[src/rtl/ram_stream_loader.sv]
// ram_stream_loader: write-side front end for the data RAM. It fills a contiguous,
// wrapping address region from a valid/ready word stream. Outside a load, the RAM
// write port is a pass-through from the CPU.
// Optional macro RAM_STREAM_LOADER_CHECKSUM_EN adds a modulo-2^DATA_W sum of the
// accepted words.
module ram_stream_loader #(
    parameter int unsigned ADDR_W = 12,
    parameter int unsigned DATA_W = 16
) (
    input  logic              CLK,
    input  logic              RST_N,
    input  logic              start,
    input  logic [ADDR_W-1:0] base_addr,
    input  logic [ADDR_W:0]   count,
    input  logic [DATA_W-1:0] s_data,
    input  logic              s_valid,
    output logic              s_ready,
    input  logic [DATA_W-1:0] cpu_in,
    input  logic              cpu_load,
    input  logic [ADDR_W-1:0] cpu_address,
    output logic [DATA_W-1:0] ram_in,
    output logic              ram_load,
    output logic [ADDR_W-1:0] ram_address,
    output logic              busy,
    output logic              done,
`ifdef RAM_STREAM_LOADER_CHECKSUM_EN
    output logic [DATA_W-1:0] checksum,
`endif
    output logic [ADDR_W:0]   words_written
);

    typedef enum logic [1:0] {
        StIdle = 2'd0,
        StLoad = 2'd1,
        StDone = 2'd2
    } state_e;

    localparam logic [ADDR_W:0] IdxOne = {{ADDR_W{1'b0}}, 1'b1};

    state_e              r_state;
    state_e              w_state_nxt;
    logic [ADDR_W-1:0]   r_base;
    logic [ADDR_W:0]     r_count;
    // The word index doubles as the words-written count; both clear on start and
    // step on every accepted word.
    logic [ADDR_W:0]     r_index;
    logic                w_start_ok;
    logic                w_accept;
    logic                w_last;
    logic [ADDR_W-1:0]   w_stream_addr;

    assign w_start_ok    = (r_state == StIdle) && start;
    assign w_accept      = (r_state == StLoad) && s_valid;
    assign w_last        = w_accept && (r_index == (r_count - IdxOne));
    // The truncation to ADDR_W bits gives the modulo-2^ADDR_W region wrap.
    assign w_stream_addr = r_base + r_index[ADDR_W-1:0];

    // State register.
    always_ff @(posedge CLK or negedge RST_N) begin
        if (!RST_N) begin
            r_state <= StIdle;
        end else begin
            r_state <= w_state_nxt;
        end
    end

    // Next-state logic. A start seen outside IDLE is dropped, not queued.
    always_comb begin
        w_state_nxt = r_state;
        unique case (r_state)
            StIdle: begin
                if (start) begin
                    w_state_nxt = (count == '0) ? StDone : StLoad;
                end
            end
            StLoad: begin
                if (w_last) begin
                    w_state_nxt = StDone;
                end
            end
            StDone:  w_state_nxt = StIdle;
            default: w_state_nxt = StIdle;
        endcase
    end

    // Load parameters and the word index: captured on start, stepped on each accept.
    always_ff @(posedge CLK or negedge RST_N) begin
        if (!RST_N) begin
            r_base  <= '0;
            r_count <= '0;
            r_index <= '0;
        end else if (w_start_ok) begin
            r_base  <= base_addr;
            r_count <= count;
            r_index <= '0;
        end else if (w_accept) begin
            r_index <= r_index + IdxOne;
        end
    end

`ifdef RAM_STREAM_LOADER_CHECKSUM_EN
    logic [DATA_W-1:0] r_checksum;

    // Running sum of the words accepted in the current load.
    always_ff @(posedge CLK or negedge RST_N) begin
        if (!RST_N) begin
            r_checksum <= '0;
        end else if (w_start_ok) begin
            r_checksum <= '0;
        end else if (w_accept) begin
            r_checksum <= r_checksum + s_data;
        end
    end

    assign checksum = r_checksum;
`endif

    // RAM port mux. The stream owns the port during LOAD and CPU writes are
    // dropped; otherwise the CPU drives the port, including while reset is held.
    always_comb begin
        ram_in      = cpu_in;
        ram_load    = cpu_load;
        ram_address = cpu_address;
        s_ready     = 1'b0;
        if (r_state == StLoad) begin
            ram_in      = s_data;
            ram_load    = s_valid;
            ram_address = w_stream_addr;
            s_ready     = 1'b1;
        end
    end

    assign busy          = (r_state == StLoad);
    assign done          = (r_state == StDone);
    assign words_written = r_index;

endmodule
[config.mk]
export PLATFORM = sky130hd
export DESIGN_NAME = ram_stream_loader
export DESIGN_NICKNAME = d
export VERILOG_FILES = /design/src/rtl/ram_stream_loader.sv
export SDC_FILE = /design/constraint.sdc
export NUM_CORES = 1
export LEC_CHECK = 0
export ABC_AREA = 1
export BUFFER_PORTS_ARGS = -buffer_cell sky130_fd_sc_hd__buf_2
export CAP_MARGIN = 20
export CELL_PAD_IN_SITES_DETAIL_PLACEMENT = 1
export CELL_PAD_IN_SITES_GLOBAL_PLACEMENT = 1
export CORE_UTILIZATION = 36
export DETAILED_ROUTE_END_ITERATION = 16
export MAX_ROUTING_LAYER = met4
export PLACE_DENSITY = 0.87
export SLEW_MARGIN = 20
export SYNTH_ARGS = -nofsm -noshare
export SYNTH_HDL_FRONTEND = slang
export SYNTH_SLANG_ARGS = --single-unit
[constraint.sdc]
create_clock -name CLK -period 5.35 [get_ports CLK]
set_input_delay 0.8025 -clock CLK [delete_from_list [all_inputs] [get_ports CLK]]
set_output_delay 0.8025 -clock CLK [all_outputs]
set_load 0.005 [all_outputs]
==> results of run 1 <==
flip-flops by register name (all words and copies together) (netlist names):
| name | flops |
|---|---|
| r_count | 13 |
| words_written | 13 |
| r_state | 2 |
| r_base | 12 |
worst paths after layout:
kind	end
setup / recovery	ram_address[9]
hold / removal	r_base[4]$_DFFE_PN0P_
setup reg to reg	r_state[0]$_DFFE_PN0P_
hold reg to reg	r_base[4]$_DFFE_PN0P_
max in group asynchronous	words_written[1]$_DFFE_PN0P_
min in group asynchronous	r_count[10]$_DFFE_PN0P_
cell families after synthesis:
logic type	Yosys count
and+or+nand+nor	268
DFF	40
xor gates and xnor gates	19
AOI/OAI and AO/OA	59
buffers and inverters	56
adders and majority gates	14
worst max-delay path: stages (launching register included):
cell and delay [ps]:
dfrtp_1 440, ha_1 370, a21oi_1 160, nand2_1 120, a21boi_0 280, o21ai_0 200, nand3_1 130, nand2_1 60
nand2_1 80, nand3_1 70, nand2_1 80, buf_2 110
power by group through the flow:
stage / logic [mW] / clock network (mW) / registers, mW
global placement: 0.353 / 0 / 0.379
detailed placement: 0.365 / 0 / 0.381
finish: 0.367 / 0.266 / 0.375
CTS: 0.371 / 0.265 / 0.376
floorplan: 0.214 / 0 / 0.367
global route: 0.415 / 0.277 / 0.384
cell usage after synthesis (2+ instances only):
master / n
xnor2_1: 5
nand2_1: 184
nand2_2: 2
dfrtp_1: 40
o21ai_1: 2
nor2_1: 31
nand3_1: 24
xor2_1: 13
nand4_1: 4
nand3b_1: 2
o21ai_0: 36
nor3_1: 14
ha_1: 13
inv_2: 2
clkbuf_1: 11
nor2_2: 2
nor4_1: 2
inv_1: 40
a21oi_1: 17
per-stage QoR:
step,utilization,setup slack [ps],instance area (um2)
after floorplan,-,2830,2990
after global placement,0.463,2590,3650
after detailed placement,0.463,2500,3650
after CTS,0.478,2170,3770
after global routing,0.478,1990,3770
final,0.478,2160,3770
per-layer routing:
layer / global-route usage / vias up / routed length [um]
li1: - / 1669 / -
met1: 0.290 / 1633 / 4230
met2: 0.432 / 71 / 4920
met3: 0.0341 / 16 / 356
met4: 0.0577 / 0 / 161
met5: - / - / 0
layout make-up:
cell class,count,area share
Multi-Input combinational cell,360,0.470
Clock inverter,3,0.0123
Tap cell,102,0.0339
Clock buffer,5,0.0183
Inverter,42,0.0418
Timing Repair Buffer,119,0.159
Sequential cell,40,0.266
placed cells by master (no fill, tap or decap), drive strengths merged:
cell type,count
ha,13
nand2,186
o21bai,1
nand3,24
a21boi,1
inv,43
a21oi,17
xnor3,1
xor2,13
bufinv,1
buf,119
o21ai,38
nand4,4
o21a,1
xnor2,5
nand2b,1
clkinvlp,1
dfrtp,40
nor4,2
a211oi,1
nand3b,2
nor3,15
fa,1
nor2,34
clkbuf,5
==> impl_metrics.toml, run 1 <==
[detailed_routing]
via_per_inst = 5.05
first_pass_iters = 4
via_count = 3389
wirelength_mm = 9.67
wl_per_cell_um = 14.4
drc = 0
drtIter0Drc = 135
ant_nets = 0

[sta]
rsz0062_at_grt = "no"
clock.fmax_ghz = 0.314
period_needed_ps = 3190
finalHoldViolCount = 0
worstMarginPinSlew_ps = 916
slew_violations = 0
setup_viol = 0
fin_skew_ps = 12.1
relSlewSlack = 0.389
min_period_over_period = 0.596
whs_ps = 485
fin_tns_setup_ps = 0

[floorplan]
die_area_mm2 = 0.00866
rows = 32
start_util = 0.379
die_height_um = 93.1
die_x_um = 93.1
ioPinCount = 119
core_area_mm2 = 0.00789

[layout]
area_delta_synth_final_pct = 26.2
final_nets = 656
fin_cells = 671
nFillCells = 1083
diodes = 0
layout-drive-gt1-share = 0.237
multiInputGateArea_mm2 = 0.00177
regArea_mm2 = 0.00100

[clock_tree]
path_clk_slew_ps = 90
postCtsSetupBuffers = 0
clkLatencyLatePin_ps = 310
cts_max_level = 2
clock-sinks = 40
cts_hold_buf = 0
cts_tree = "done"
clock_path_buffers = 2
numCtsBuffers = 5
cts-root-buf = "clkbuf_8"
postCtsResizedCells = 0

[setup_path]
cp.arrival_ps = 2390
path_class = "flop to output port"
rrSetupSlack_ps = 3090
critPathRequiredTime_ps = 4550
cp-start-kind = "flop"
crit_fanout = 5
r2r_start = "r_state[1]$_DFFE_PN0P_"
end_kind = "output port"
r2r_cells = 10
startpoint = "words_written[2]$_DFFE_PN0P_"

[grt]
grt_pass1_wl_mm = 16.4
grt_usage = 0.243
grt_overflow = 0
antenna_found_initial = 0
grt_pass1_vias = 3567
grt_max_degree = 44

[yosys]
synth_area_leader_cell = "dfrtp_1"
yosysSeqAreaShare = 0.335
ys.flop_type = "dfrtp_1"
yosys-mux-area-fraction = 0
synthCells = 456
synth_top_family_by_area = "simple AND/OR/NAND/NOR gates"
avgSynthCellArea_um2 = 6.55
synthSimpleGateAreaFrac = 0.369
synth-xor-area-share = 0.0603
synthAdderAreaFrac = 0.0612
synth_compound_area_frac = 0.102
synth.net_count = 544
yosys_warnings = 0
ys_top_cells_by_area = "dfrtp_1 34%, nand2_1 23%, o21ai_0 6.0%"
synth_async_sr_flop_share = 1.00
ys_ff_latch = 40
yosysUniqueCellTypes = 31
synth_area_mm2 = 0.00299
synth_edf_count = 0
yosys.area.top_type_share = 0.335

[power_and_ir_drop]
internal_power_mw = 0.630
finalPower_mw = 1.01
p_leak_nw = 2.06
switching_share = 0.375
p_clk_frac = 0.264
power.switching_mw = 0.378
power_frac_seq = 0.372
combinationalPowerShare = 0.364
max-vdd-ir-drop_mv = 0.144
power_density_mw_per_mm2 = 267

[placed_design]
io_buffer_count = 118
dp_cells = 663
hpwl_mm = 7.56
gp_congestion = 0.883

[outcome]
outcome = "finished, final reports clean"

[run]
cap_violations = 0

[worst_hold_path]
worstHoldPathCells = 2
hp-class = "flop to flop"
hp-start = "r_base[4]$_DFFE_PN0P_"
(Power assumes the default switching activity.)
==> run 2: changes to the inputs <==
CORE_UTILIZATION = 33   (was 36)
PLACE_DENSITY = 0.8   (was 0.87)
clock period = 3.1 ns   (was 5.35 ns; I/O delays follow)
==> impl_metrics.toml, run 2 (synthesis gave the netlist of run 1 again) <==
[layout]
layout-drive-gt1-share = 0.239
diodes = 0
final_nets = 657
area_delta_synth_final_pct = 25.8
regArea_mm2 = 0.00100
multiInputGateArea_mm2 = 0.00177
nFillCells = 1205
final_cell_mix = "184 x nand2_1, 118 x buf_2, 40 x inv_1, 40 x dfrtp_1, 36 x o21ai_0"
fin_cells = 678
final_util = 0.431
final_common_cell = "nand2_1"

[power_and_ir_drop]
switching_share = 0.386
p_leak_nw = 2.06
p_clk_frac = 0.220
power_frac_seq = 0.395
max-vdd-ir-drop_mv = 0.225
power.switching_mw = 0.630
power_density_mw_per_mm2 = 434
internal_power_mw = 1.00
combinationalPowerShare = 0.384

[sta]
fin_tns_setup_ps = 0
fin_skew_ps = 6.99
worstMarginPinSlew_ps = 924
relSlewSlack = 0.384
rsz0062_at_grt = "no"
setup_viol = 0
period_needed_ps = 2770
fin_ws_ps = 328
min_period_over_period = 0.894
finalHoldViolCount = 0
clock.fmax_ghz = 0.361
slew_violations = 0

[grt]
antenna_found_initial = 0
grt_pass1_wl_mm = 16.5
grt_usage = 0.218
grt_overflow = 0
grt_pass1_vias = 3664
grt_max_degree = 44

[placed_design]
dp_cells = 670
place_ws_ps = 539
hpwl_mm = 7.55
gp_congestion = 0.872
io_buffer_count = 118

[detailed_routing]
wl_per_cell_um = 13.9
via_count = 3342
ant_nets = 0
first_pass_iters = 4
drtIter0Drc = 94
via_per_inst = 4.93
drc = 0
wirelength_mm = 9.42

[setup_path]
r2r_cells = 11
max_stage_delay_ps = 430
end_kind = "output port"
crit_fanout = 5
critPathRequiredTime_ps = 2630
crit_top_cell = "nand2_1"
slowest_stage = "dfrtp_1"
r2r-end = "r_state[0]$_DFFE_PN0P_"
crit_chain = "ha_1, a21oi_1, nand2_1, a21boi_1, o21ai_0, nand3_1, nand2_1, nand2_1, nand3_1, nand2_1, buf_2"
rrSetupSlack_ps = 1100
cp.arrival_ps = 2310
cp-start-kind = "flop"
r2r_start = "r_count[0]$_DFFE_PN0P_"
path_class = "flop to output port"

[floorplan]
die_height_um = 97.1
rows = 34
ioPinCount = 119
core_area_mm2 = 0.00872
start_util = 0.342
die_x_um = 97.1
die_area_mm2 = 0.00944

[clock_tree]
cts_max_level = 2
numCtsBuffers = 5
path_clk_slew_ps = 80
cts_hold_buf = 0
clock-sinks = 40
clkLatencyLatePin_ps = 310
clock_path_buffers = 2
cts_tree = "done"
cts-root-buf = "clkbuf_8"

[outcome]
outcome = "finished, final reports clean"

[worst_hold_path]
hp-class = "input port to asynchronous set/reset pin"

[run]
cap_violations = 0
[run 2: what timing repair did]
| item | in CTS | in global routing |
|---|---|---|
| resized for setup | 0 | 1 |
| endpoints found under the setup margin | 0 | 2 |
| setup buffers | 0 | 0 |
[run 2: worst max-delay path, delay by kind of cell, from the launching register on]
kind / cells / cell delay (ps)
compound gates: 3 / 580
fa+ha+maj: 1 / 370
buf+inv: 1 / 100
flops: 1 / 430
simple gates: 6 / 520
[run 2: worst max-delay path by stage]
stage          cells after the start                    startpoint              to
4_1_cts                           11  words_written[2]$_DFFE_PN0P_  ram_address[9]
3_3_place_gp                      11  words_written[2]$_DFFE_PN0P_  ram_address[9]
6_report                          11  words_written[2]$_DFFE_PN0P_  ram_address[9]
5_1_grt                           11  words_written[2]$_DFFE_PN0P_  ram_address[9]
2_1_floorplan                      8  words_written[0]$_DFFE_PN0P_  ram_address[8]
3_5_place_dp                      11  words_written[2]$_DFFE_PN0P_  ram_address[9]
[run 2: cell type report]
type                       count  area share
tap                          108      0.0360
clock inverter                 3     0.00500
timing repair buffer         120       0.161
clock buffer                   5      0.0183
inverter                      42      0.0420
multi-input combinational    360       0.471
sequential                    40       0.266
[run 2: power by group through the flow]
| stage | clock network (mW) | registers, mW | logic [mW] |
|---|---|---|---|
| 2_1_floorplan | 0 | 0.633 | 0.369 |
| 3_3_place_gp | 0 | 0.655 | 0.614 |
| 3_5_place_dp | 0 | 0.657 | 0.632 |
| 4_1_cts | 0.370 | 0.647 | 0.639 |
| 5_1_grt | 0.391 | 0.654 | 0.718 |
| 6_report | 0.360 | 0.645 | 0.627 |
[run 2: per-layer routing]
| layer | up-vias | wire length [um] | GRT usage |
|---|---|---|---|
| li1 | 1672 | - | - |
| met1 | 1592 | 4150 | 0.255 |
| met2 | 71 | 4780 | 0.388 |
| met3 | 7 | 414 | 0.0381 |
| met4 | 0 | 80 | 0.0505 |
| met5 | - | 0 | - |
[run 2: stage by stage]
stage / area, um2 / power [mW] / hold slack (ps)
6_report: 3760 / 1.63 / 289
5_1_grt: 3760 / 1.76 / 354
4_1_cts: 3760 / 1.66 / 328
3_5_place_dp: 3670 / 1.29 / 470
3_3_place_gp: 3670 / 1.27 / 462
2_1_floorplan: 2990 / 1.00 / 169
==> run 3: changes to the inputs <==
GPL_TIMING_DRIVEN = 0   (was default)
clock period = 2.87 ns   (was 3.1 ns; I/O delays follow)
==> impl_metrics.toml, run 3 (synthesis gave the netlist of run 1 again) <==
[power_and_ir_drop]
max-vdd-ir-drop_mv = 0.246
p_leak_nw = 2.07
finalPower_mw = 1.79
power_density_mw_per_mm2 = 471

[clock_tree]
clock-sinks = 40
cts-root-buf = "clkbuf_8"
numCtsBuffers = 5
cts_hold_buf = 0
path_clk_slew_ps = 90
clkLatencyLatePin_ps = 290
cts_max_level = 2
clock_path_buffers = 2
cts_tree = "done"

[floorplan]
die_area_mm2 = 0.00944
die_x_um = 97.1
start_util = 0.342
rows = 34
ioPinCount = 119
die_height_um = 97.1
core_area_mm2 = 0.00872

[sta]
finalHoldViolCount = 0
period_needed_ps = 2720
worstMarginPinSlew_ps = 938
min_period_over_period = 0.949
slew_violations = 0
fin_skew_ps = 11.2
relSlewSlack = 0.374
clock.fmax_ghz = 0.367
setup_viol = 0

[placed_design]
io_buffer_count = 118
hpwl_mm = 7.97
gp_congestion = 0.878
placed_cell_area_mm2 = 0.00371

[worst_hold_path]
hp-class = "input port to asynchronous set/reset pin"

[outcome]
outcome = "finished, final reports clean"

[setup_path]
cp-start-kind = "flop"
end_kind = "output port"
path_class = "flop to output port"
crit_fanout = 5
cp.arrival_ps = 2290
critPathRequiredTime_ps = 2440

[layout]
final_cell_mix = "184 x nand2_1, 118 x buf_2, 40 x inv_1"
final_common_cell = "nand2_1"
nFillCells = 1219
area_delta_synth_final_pct = 27.6
final_nets = 669
design_area_mm2 = 0.00381
diodes = 0
layout-drive-gt1-share = 0.235

[grt]
grt_pass1_vias = 3485
grt_overflow = 0
grt_usage = 0.224
antenna_found_initial = 0
grt_max_degree = 41
grt_pass1_wl_mm = 16.8

[detailed_routing]
wl_per_cell_um = 14.3
first_pass_iters = 4
via_per_inst = 4.94
drc = 0
wirelength_mm = 9.86
via_count = 3412
drtIter0Drc = 123
ant_nets = 0

[run]
cap_violations = 0
## run 3: cell types whose count changed in the layout (fill, tap and decap cells not counted), sizes merged
| cell | previous run | this run |
|---|---|---|
| clkinv | 3 | 0 |
| clkbuf | 5 | 20 |
## run 3: cell type report
class,instances,area [um2],area share
Sequential cell,40,1000,0.263
Clock buffer,8,90.1,0.0236
Timing Repair Buffer,118,591,0.155
Inverter,42,158,0.0414
Buffer,14,57.6,0.0151
Multi-Input combinational cell,360,1780,0.466
Tap cell,108,135,0.0355
## run 3: worst max-delay path, stage by stage, from the launching register on
cell and delay [ps]:
dfrtp_2 430, ha_1 190, inv_1 50, fa_1 420, nor3_1 210, nor2_1 90
o21ai_0 190, xor2_1 160, o21ai_0 90, buf_2 150
## run 3: what timing repair did
item	in CTS	in global routing
setup endpoints to repair	1	3
setup buffers	0	0
resized for setup	1	4
## run 3: worst paths after layout
| check | cells past startpoint | from | end | slack [ps] |
|---|---|---|---|---|
| min in group CLK | 3 | base_addr[3] | r_base[3]$_DFFE_PN0P_ | 330 |
| max | 9 | words_written[0]$_DFFE_PN0P_ | ram_address[8] | 150 |
| max in group asynchronous | 1 | RST_N | words_written[0]$_DFFE_PN0P_ | 1940 |
| max reg2reg | 12 | r_count[0]$_DFFE_PN0P_ | r_state[1]$_DFFE_PN0P_ | 880 |
| min | 1 | RST_N | r_count[4]$_DFFE_PN0P_ | 270 |
| min reg2reg | 2 | r_base[8]$_DFFE_PN0P_ | r_base[8]$_DFFE_PN0P_ | 490 |
## run 3: layer usage
metal | GRT usage | vias to the layer above | part of all wire
met5 | - | - | 0
met4 | 0.0459 | 0 | 0.0094
met3 | 0.0295 | 11 | 0.041
met2 | 0.386 | 86 | 0.49
met1 | 0.282 | 1622 | 0.46
li1 | - | 1693 | -
## run 3: per-stage QoR
step	util	setup TNS, ps	hold slack, ps	setup WS, ps	instances
2_1_floorplan	-	0	135	719	456
3_3_place_gp	0.426	0	462	377	682
3_5_place_dp	0.426	0	473	282	682
4_1_cts	0.436	0	315	41.5	690
5_1_grt	0.437	-16.0	337	-16.0	690
6_report	0.437	0	273	146	690
## run 3: report_power, final
group          switching, mW  internal, mW  total (mW)
logic                  0.384         0.310       0.693
clock network          0.203         0.197       0.399
registers             0.0912         0.611       0.702
total                  0.677          1.12        1.79
